`config.mk`:
```
export PLATFORM = sky130hd
export DESIGN_NAME = tx_arbiter
export DESIGN_NICKNAME = d
export VERILOG_FILES = /design/src/rtl/tx_arbiter.sv
export SDC_FILE = /design/constraint.sdc
export NUM_CORES = 1
export LEC_CHECK = 0
export ABC_CLOCK_PERIOD_IN_PS = 3310
export CORE_ASPECT_RATIO = 0.7
export CORE_UTILIZATION = 35
export DETAILED_ROUTE_END_ITERATION = 16
export GPL_TIMING_DRIVEN = 0
export HOLD_SLACK_MARGIN = 0.12
export SYNTH_ARGS = -nofsm -noshare
export SYNTH_HDL_FRONTEND = slang
export SYNTH_SLANG_ARGS = --single-unit
```
`constraint.sdc`:
```
create_clock -name clk -period 3.31 [get_ports clk]
set_clock_uncertainty 0.05 [all_clocks]
set_input_delay 0.331 -clock clk [delete_from_list [all_inputs] [get_ports clk]]
set_output_delay 0.331 -clock clk [all_outputs]
set_load 0.02 [all_outputs]
```
`src/rtl/tx_arbiter.sv`:
```
// Two-client byte arbiter: per-client FIFOs feeding one serial transmitter, round-robin on ties.
// state       | meaning
// S_IDLE      | waiting for a queued byte and an idle transmitter
// S_ISSUE     | tx_send pulse for the byte just loaded
// S_WAIT_BUSY | waiting for the transmitter to take the byte
// S_WAIT_DONE | waiting for the transmitter to finish
module tx_arbiter #(
    parameter int DEPTH = 4
) (
    input  logic       clk,
    input  logic       rst,
    input  logic [7:0] c0_data,
    input  logic       c0_wr,
    output logic       c0_full,
    output logic       c0_ovf,
    input  logic [7:0] c1_data,
    input  logic       c1_wr,
    output logic       c1_full,
    output logic       c1_ovf,
    output logic [7:0] tx_char,
    output logic       tx_send,
    input  logic       tx_busy,
    output logic       grant,
    output logic       idle
);

    localparam int AW = $clog2(DEPTH);
    localparam logic [AW:0]   FULL_CNT = (AW+1)'(DEPTH);
    localparam logic [AW:0]   CNT_ONE  = 1;
    localparam logic [AW-1:0] PTR_ONE  = 1;

    typedef enum logic [1:0] {S_IDLE, S_ISSUE, S_WAIT_BUSY, S_WAIT_DONE} state_t;

    state_t        state_q, state_d;
    logic [7:0]    mem_q [2][DEPTH];
    logic [AW-1:0] wp_q [2];
    logic [AW-1:0] wp_d [2];
    logic [AW-1:0] rp_q [2];
    logic [AW-1:0] rp_d [2];
    logic [AW:0]   cnt_q [2];
    logic [AW:0]   cnt_d [2];
    logic [1:0]    ovf_q, ovf_d;
    logic [7:0]    tx_char_q, tx_char_d;
    logic          tx_send_q, tx_send_d;
    logic          grant_q, grant_d;
    logic          last_q, last_d;

    logic [1:0]    wr, full, nonempty, push, pop;
    logic [7:0]    wdata [2];
    logic          sel;

    assign wr       = {c1_wr, c0_wr};
    assign wdata[0] = c0_data;
    assign wdata[1] = c1_data;

    always_comb begin
        state_d   = state_q;
        tx_char_d = tx_char_q;
        tx_send_d = 1'b0;
        grant_d   = grant_q;
        last_d    = last_q;
        ovf_d     = ovf_q;
        pop       = 2'b00;
        sel       = 1'b0;
        for (int c = 0; c < 2; c++) begin
            full[c]     = (cnt_q[c] == FULL_CNT);
            nonempty[c] = (cnt_q[c] != '0);
        end

        case (state_q)
            S_IDLE: begin
                if (!tx_busy && (nonempty != 2'b00)) begin
                    // On a tie the client not served last goes next.
                    sel       = (nonempty == 2'b11) ? ~last_q : nonempty[1];
                    pop[sel]  = 1'b1;
                    tx_char_d = mem_q[sel][rp_q[sel]];
                    grant_d   = sel;
                    last_d    = sel;
                    tx_send_d = 1'b1;
                    state_d   = S_ISSUE;
                end
            end
            S_ISSUE:     state_d = S_WAIT_BUSY;
            S_WAIT_BUSY: if (tx_busy)  state_d = S_WAIT_DONE;
            S_WAIT_DONE: if (!tx_busy) state_d = S_IDLE;
            default:     state_d = S_IDLE;
        endcase

        // Full comes from the registered count, so a same-cycle pop never frees a slot.
        for (int c = 0; c < 2; c++) begin
            push[c]  = wr[c] && !full[c];
            wp_d[c]  = push[c] ? wp_q[c] + PTR_ONE : wp_q[c];
            rp_d[c]  = pop[c]  ? rp_q[c] + PTR_ONE : rp_q[c];
            cnt_d[c] = cnt_q[c];
            if (push[c] && !pop[c]) cnt_d[c] = cnt_q[c] + CNT_ONE;
            if (!push[c] && pop[c]) cnt_d[c] = cnt_q[c] - CNT_ONE;
            if (wr[c] && full[c])   ovf_d[c] = 1'b1;
        end
    end

    always_ff @(posedge clk) begin
        if (rst) begin
            state_q   <= S_IDLE;
            tx_char_q <= 8'h00;
            tx_send_q <= 1'b0;
            grant_q   <= 1'b0;
            last_q    <= 1'b1;
            ovf_q     <= 2'b00;
            for (int c = 0; c < 2; c++) begin
                wp_q[c]  <= '0;
                rp_q[c]  <= '0;
                cnt_q[c] <= '0;
            end
        end else begin
            state_q   <= state_d;
            tx_char_q <= tx_char_d;
            tx_send_q <= tx_send_d;
            grant_q   <= grant_d;
            last_q    <= last_d;
            ovf_q     <= ovf_d;
            for (int c = 0; c < 2; c++) begin
                wp_q[c]  <= wp_d[c];
                rp_q[c]  <= rp_d[c];
                cnt_q[c] <= cnt_d[c];
            end
        end
    end

    always_ff @(posedge clk) begin
        for (int c = 0; c < 2; c++) begin
            if (!rst && push[c]) mem_q[c][wp_q[c]] <= wdata[c];
        end
    end

    assign c0_full = full[0];
    assign c1_full = full[1];
    assign c0_ovf  = ovf_q[0];
    assign c1_ovf  = ovf_q[1];
    assign tx_char = tx_char_q;
    assign tx_send = tx_send_q;
    assign grant   = grant_q;
    assign idle    = (state_q == S_IDLE) && (nonempty == 2'b00);

endmodule
```
Yosys cells after proc, flatten, opt, wreduce, memory -nomap -nowiden. Memory sizes are Yosys's and may differ from the RTL's. Cells that the tools add are included.

$add $sub $neg: 8. $lt $le $gt $ge: 7. Equal/unequal tests: 9. Mux-type cells: 38. Bitwise gates (word level): 11. Reduce and logical (&&, ||, !) cells: 31.

Operator list (number): $mux 32 (2); $demux 8 s2 (2); $mux 8 (4); $mux 2 (13); $mux 3 (6); $bmux 8 s2 (1); $logic_and 1x1->1 (15); $ge 3x3->1 const B (3); $not 2->3 (3); $add 2x1->2 const B (4); $logic_not 1->1 (8); $mux 1 (8); $pmux 2 s4 (1); $add 3x1->3 const B (2); $eq 2x2->1 const B (3); $eq 3x3->1 const B (2); $lt 3x1->1 const B (2); $ne 2x2->1 const B (3); $or 1x1->1 (6); $reduce_bool 3->1 (2); $sub 3x1->3 const B (2); $logic_not 2->1 (2); $reduce_and 3->1 (1); $eq 2x1->1 const B (1); other kinds (7) (8).

Flip-flop bits (word level): 15. RAM bits: 78. Input bits: 21. Output and inout bits: 15. Word-level logic and storage cells: 115. Memories kept: 4.

Memories: mem_q (depth 2, width 32, read ports 1, clocked after memory_dff 0, wr ports 2, line 35) `logic [7:0] mem_q [2][DEPTH];`; cnt_q (depth 2, width 3, read ports 2, clocked after memory_dff 0, wr ports 2, line 40) `logic [AW:0] cnt_q [2];`; rp_q (depth 2, width 2, read ports 3, clocked after memory_dff 0, wr ports 2, line 38) `logic [AW-1:0] rp_q [2];`; wp_q (depth 2, width 2, read ports 2, clocked after memory_dff 0, wr ports 2, line 36) `logic [AW-1:0] wp_q [2];`.

Longest topological paths before layout. Gate-level depths: netlist (run 1).

Depth after elaboration: 14. Gate-level depth with buffers: 11. Depth with buffers taken out: 11.

Worst setup path after synthesis (run 1). OpenSTA, ideal clock, no wires.

Path type: reg-to-reg. Start: memory cnt_q[0][5] (netlist bit). End: memory cnt_q[0][5] (netlist bit). Setup time: 71 ps. Arrival time: 2476 ps. Required time: 3189 ps. Setup slack: 713 ps. Cell stages (with the launch flop): 9. Path buffers: 0. Clock period less this slack: 2597 ps. Path through: dfxtp_1 -> nor3b_1 -> nand2b_1 -> ha_1 -> inv_1 -> fa_1 -> xor2_1 -> or3_1 -> a21oi_1.

RTL lines (line): start: declaration (40).

==> flow_summary.json, run 1 <==
{
  "outcome": "finished clean",
  "ctsHtreeMaxLevel": 3,
  "grt_pass1_vias": 2203,
  "critPathKind": "reg2reg",
  "p_leak_nw": 1.639,
  "hold_class": "reg2reg",
  "rrSetupSlack_ps": 700,
  "drt_iter0_drc": 181,
  "rsz0062_at_grt": "false",
  "place_hpwl_mm": 5.026,
  "dp_cells": 444,
  "p_int_mw": 2.615,
  "relSlewSlack": 0.6030,
  "final_nets": 344,
  "routed_wl_mm": 7.063,
  "max_freq_mhz": 383.4,
  "grt_max_degree": 16,
  "p_seq_frac": 0.395,
  "ys.flop_type": "edfxtp_1",
  "pwr-share-comb": 0.347,
  "gp_congestion": 0.7504,
  "cts.sinks": 93,
  "vias": 2189,
  "crit_path_end_kind": "register",
  "ios": 36,
  "fin_crit_sh": 0.7880,
  "die_area_mm2": 0.01151,
  "cts_buffers": 9,
  "cts_root_buffer": "clkbuf_16",
  "cts_hold_buf": 0,
  "ys_seq_area_frac": 0.6454,
  "synth_edf_count": 64,
  "yosys-top-cells-area": "edfxtp_1 50%, dfxtp_1 15%, mux4_2 9.3%",
  "synthCells": 261,
  "cts_tree": "yes",
  "drive_gt1_frac": 0.1410,
  "cts_buffer_depth": 2,
  "port_buffers": 35,
  "fin_setup_tns_ps": 0,
  "tightest_slew_ps": 595.4,
  "netlist.top_cell.by_area": "edfxtp_1",
  "syn_avg_cell_area_um2": 14.86,
  "startpoint_type": "register",
  "synthesis.nets": 298,
  "synth_warnings": 0,
  "async_flop_share": 0,
  "clkTransAtPathRegs_ps": 60,
  "core_area_mm2": 0.01055,
  "min_to": "ovf_q[1]",
  "p_clk_frac": 0.259,
  "whs_path_depth": 2,
  "synth.cell_area_mm2": 0.003877,
  "r2r-start": "cnt_q[0][0]",
  "layout_commonest_cell": "edfxtp_1",
  "fin_crit_ps": 2608,
  "fp.dieW_um": 127.8,
  "switching_power_mw": 1.287,
  "ys_seq_elements": 93,
  "synth.top_cell.area_share": 0.4956,
  "overflow": 0,
  "vias_per_cell": 4.759,
  "power_density_mw_per_mm2": 829.4,
  "ir_worst_vdd_v": 0.0003448,
  "hold_viol_final": 0,
  "final_cells": 460,
  "start_util": 0.3675,
  "route.detailed.drc": 0,
  "postCtsSetupRepairBufs": 0,
  "grt.total_usage": 0.1350,
  "min_from": "ovf_q[1]",
  "num_antenna_cells": 0,
  "wl_per_cell_um": 15.35,
  "area_growth_pct": 21.33,
  "switching_share": 0.3298,
  "r2r-end": "cnt_q[0][5]",
  "crit_required_ps": 3530,
  "dieHeight_um": 90.06,
  "firstDrtPassIters": 4,
  "r2r_cells": 10,
  "antenna_found_initial": 0,
  "synthDistinctLibCells": 37,
  "max-cap-violations": 0,
  "ant_nets": 0,
  "path_max_fanout": 10,
  "grt_pass1_wl_mm": 11.38,
  "row_count": 31,
  "cts_resized": 0,
  "layout_common_cells": "64 x edfxtp_1, 35 x clkdlybuf4s50_1, 29 x dfxtp_1",
  "worstPathArrival_ps": 2830,
  "clk_latency_ps": 340,
  "setup_viol": 0,
  "maxSlewViolCount": 0
}
## cells in the mapped netlist, types with 2 or more instances
cell type   n
buf_4       2
fa_1        2
buf_2       4
xnor2_1     3
nor3b_1     2
xor2_1      7
nand2_1    11
mux4_2     16
ha_1       14
buf_1       3
and2_1      8
inv_1      13
dfxtp_1    29
nand3_1     9
a21oi_1     8
o21ai_0     3
a311oi_1    8
mux2i_1     4
or3_1       4
nor2_1     28
nand2b_1    4
edfxtp_1   64
## kinds of logic (layout without fill, tap and decap cells)
logic type	Yosys count	after routing	synth area share
flops	93	93	0.6454
fa+ha+maj	16	16	0.05550
mux	21	21	0.1071
buf+inv	23	74	0.02549
compound gates	26	26	0.05034
xor+xnor	10	10	0.02259
simple gates	72	72	0.09358
## worst max path at each step
stage,from,to,slack [ps],depth (start not counted)
after detailed placement,tx_busy,cnt_q[0][5],620,10
after global routing,cnt_q[0][0],cnt_q[0][5],470,10
after floorplan,cnt_q[0][5],cnt_q[0][5],710,8
after global placement,tx_busy,cnt_q[0][5],600,10
after CTS,cnt_q[0][0],cnt_q[0][5],700,10
final,cnt_q[0][0],cnt_q[0][5],700,10
## sequential cells by signal, indices dropped and copies added (netlist names)
register / cells
state_q: 2
mem_q: 64
wp_q: 4
rp_q: 4
ovf_q: 2
grant: 1
tx_send: 1
cnt_q: 6
tx_char: 8
last_q: 1
## power by group through the flow
stage                     clock network [mW]  registers [mW]  logic [mW]
after global routing                    1.07            1.56        1.50
after global placement                     0            1.56        1.35
after CTS                               1.03            1.54        1.37
final                                   1.01            1.54        1.35
after detailed placement                   0            1.57        1.36
after floorplan                            0            1.61       0.892
## worst max-delay path: stages (launching register included)
cell and delay (ps):
dfxtp_1 380, o31ai_1 330, buf_2 280, nand3_1 200
inv_1 100, ha_1 180, inv_1 60, fa_1 370
xor2_1 160, or3_1 310, a21oi_1 140
## routing by layer
layer  global-route usage  wire length [um]
met4              0.04118                84
met2               0.1957              3050
met3              0.04583               307
met1               0.1904              3620
met5                    0                 0
## layout make-up
| type | count | area [um^2] |
|---|---|---|
| multi-input combinational | 145 | 1276 |
| timing repair buffer | 35 | 350.3 |
| tap | 148 | 185.2 |
| fill | 970 | 5846 |
| buffer | 10 | 50.05 |
| sequential | 93 | 2502 |
| clock buffer | 10 | 229.0 |
| inverter | 13 | 48.80 |
| clock inverter | 6 | 62.56 |
## per-stage QoR
stage | hold slack (ps) | cell area, um^2 | total power, mW | util | worst slack [ps]
after global placement | 403.0 | 4413 | 2.906 | 0.4183 | 595.3
final | 433.2 | 4705 | 3.902 | 0.4459 | 701.8
after CTS | 434.4 | 4705 | 3.941 | 0.4459 | 699.0
after detailed placement | 413.6 | 4413 | 2.928 | 0.4183 | 618.3
after global routing | 466.5 | 4705 | 4.139 | 0.4459 | 472.1
after floorplan | 379.9 | 3877 | 2.500 | - | 713.1
Power figures use the tool's default switching activity.
==> run 2, diff against run 1 <==
--- a/config.mk
+++ b/config.mk
@@ -5,7 +5,7 @@
 export SDC_FILE = /design/constraint.sdc
 export NUM_CORES = 1
 export LEC_CHECK = 0
-export ABC_CLOCK_PERIOD_IN_PS = 3310
+export ABC_CLOCK_PERIOD_IN_PS = 2500
 export CORE_ASPECT_RATIO = 0.7
 export CORE_UTILIZATION = 35
 export DETAILED_ROUTE_END_ITERATION = 16
==> constraint.sdc (replaced) <==
create_clock -name clk -period 2.5 [get_ports clk]
set_clock_uncertainty 0.05 [all_clocks]
set_input_delay 0.25 -clock clk [delete_from_list [all_inputs] [get_ports clk]]
set_output_delay 0.25 -clock clk [all_outputs]
set_load 0.02 [all_outputs]
==> flow_summary.json, run 2 (synthesis gave the netlist of run 1 again) <==
{
  "outcome": "finished clean",
  "start_util": 0.3675,
  "ctsHtreeMaxLevel": 3,
  "layout_common_cells": "64 x edfxtp_1, 35 x clkdlybuf4s50_1, 28 x nor2_1",
  "tightest_slew_ps": 634.3,
  "cts_root_buffer": "clkbuf_16",
  "critPathKind": "reg2reg",
  "hold_class": "reg2reg",
  "place_hpwl_mm": 5.177,
  "hold_viol_final": 0,
  "overflow": 0,
  "fin_crit_sh": 0.9462,
  "die_area_mm2": 0.01151,
  "worstPathArrival_ps": 2580,
  "routed_wl_mm": 7.376,
  "area_growth_pct": 24.23,
  "cts_hold_buf": 0,
  "critPathSlowestCell": "fa_1",
  "power_density_mw_per_mm2": 1112,
  "whs_path_depth": 2,
  "min_from": "ovf_q[1]",
  "ios": 36,
  "post-place-ws_ps": -157.5,
  "cpMostUsedCell": "inv_1",
  "cts_tree": "yes",
  "fin_crit_ps": 2366,
  "row_count": 31,
  "dieHeight_um": 90.06,
  "max_freq_mhz": 422.7,
  "drive_gt1_frac": 0.2013,
  "crit_required_ps": 2720,
  "layout_commonest_cell": "edfxtp_1",
  "fillers": 945,
  "grt_pass1_wl_mm": 11.68,
  "relSlewSlack": 0.5771,
  "crit_family": "adder cells",
  "maxSlewViolCount": 0,
  "ir_worst_vdd_v": 0.0004674,
  "p_leak_nw": 1.673,
  "antenna_found_initial": 0,
  "wl_per_cell_um": 15.83,
  "crit_buf_inv": 2,
  "multi_input_area_mm2": 0.001323,
  "cts.sinks": 93,
  "num_antenna_cells": 0,
  "cts_buffer_depth": 2,
  "regArea_mm2": 0.002511,
  "clk_latency_ps": 340,
  "vias": 2233,
  "crit_path_end_kind": "register",
  "post-route-util": 0.4566,
  "core_area_mm2": 0.01055,
  "port_buffers": 35,
  "r2r-start": "state_q[1]",
  "clkTransAtPathRegs_ps": 60,
  "grt_max_degree": 16,
  "path_max_fanout": 4,
  "grt_pass1_vias": 2100,
  "r2r_cells": 10,
  "setup_viol": 0,
  "vias_per_cell": 4.792,
  "setup_ws_ps": 134.5,
  "grt.total_usage": 0.1397,
  "max-cap-violations": 0,
  "cts_buffers": 9,
  "crit_start": "state_q[1]",
  "route.detailed.drc": 0,
  "ant_nets": 0,
  "crit_chain": "inv_1 -> ha_4 -> and2b_2 -> o211ai_1 -> inv_1 -> ha_2 -> fa_1 -> xnor2_1 -> or3_1 -> a21oi_1",
  "largest_register_ffs": 64,
  "startpoint_type": "register",
  "drt_iter0_drc": 209,
  "firstDrtPassIters": 5,
  "critPathMaxStageDelay_ps": 370,
  "gp_congestion": 0.7505,
  "worst-path-stages": 10,
  "fp.dieW_um": 127.8,
  "final_nets": 350
}
run 2: worst paths after layout:
kind,end,slack (ps)
max,cnt_q[0][2],130
min,ovf_q[1],420
max reg2reg,cnt_q[0][2],130
min reg2reg,ovf_q[1],420
run 2: layout make-up:
class,instances,area share
flip-flops and latches,93,0.5213
multi-input cells,145,0.2745
repair buffers,41,0.08208
clock buffers,12,0.05532
well taps,148,0.03844
plain buffers,10,0.01221
inverters,13,0.01013
clock inverters,4,0.005974
run 2: what timing repair did:
action	in CTS	in global routing
setup endpoints to repair	2	2
resized for setup	4	14
pin swaps	1	2
buffers inserted	3	3
run 2: power breakdown:
group | switching, mW | internal, mW | total (mW)
clock network | 0.560 | 0.757 | 1.32
registers | 0.176 | 1.89 | 2.06
logic | 1.04 | 0.936 | 1.98
total | 1.78 | 3.58 | 5.35
run 2: routing by layer:
layer / share of wire / track usage / wire length, um
met1: 0.48 / 0.1976 / 3554
met2: 0.45 / 0.2002 / 3317
met4: 0.0089 / 0.03529 / 66
met5: 0 / 0 / 0
met3: 0.059 / 0.05357 / 438
run 2: stage by stage:
stage	total power [mW]	setup TNS, ps	hold slack, ps	std cells	cell area [um^2]
floorplan	3.313	0	298.9	261	3882
global placement	3.856	-199.5	404.0	444	4418
detailed placement	3.885	-259.4	409.3	444	4418
CTS	5.263	0	425.6	463	4751
global route	5.673	-24.28	460.8	466	4817
finish	5.355	0	418.9	466	4817
run 2: tightest hold or removal path, delay by kind of cell, from the launching register on:
| family | cells | cell delay, ps |
|---|---|---|
| flops | 1 | 330 |
| compound gates | 1 | 40 |
| simple gates | 1 | 60 |
==> run 3, diff against run 2 <==
--- a/config.mk
+++ b/config.mk
@@ -8,6 +8,7 @@
 export ABC_CLOCK_PERIOD_IN_PS = 2500
 export CORE_ASPECT_RATIO = 0.7
 export CORE_UTILIZATION = 35
+export CTS_CLUSTER_DIAMETER = 100
 export DETAILED_ROUTE_END_ITERATION = 16
 export GPL_TIMING_DRIVEN = 0
 export HOLD_SLACK_MARGIN = 0.12
==> results of run 3 <==
Final layout, timing and power as in run 2 (identical DEF).
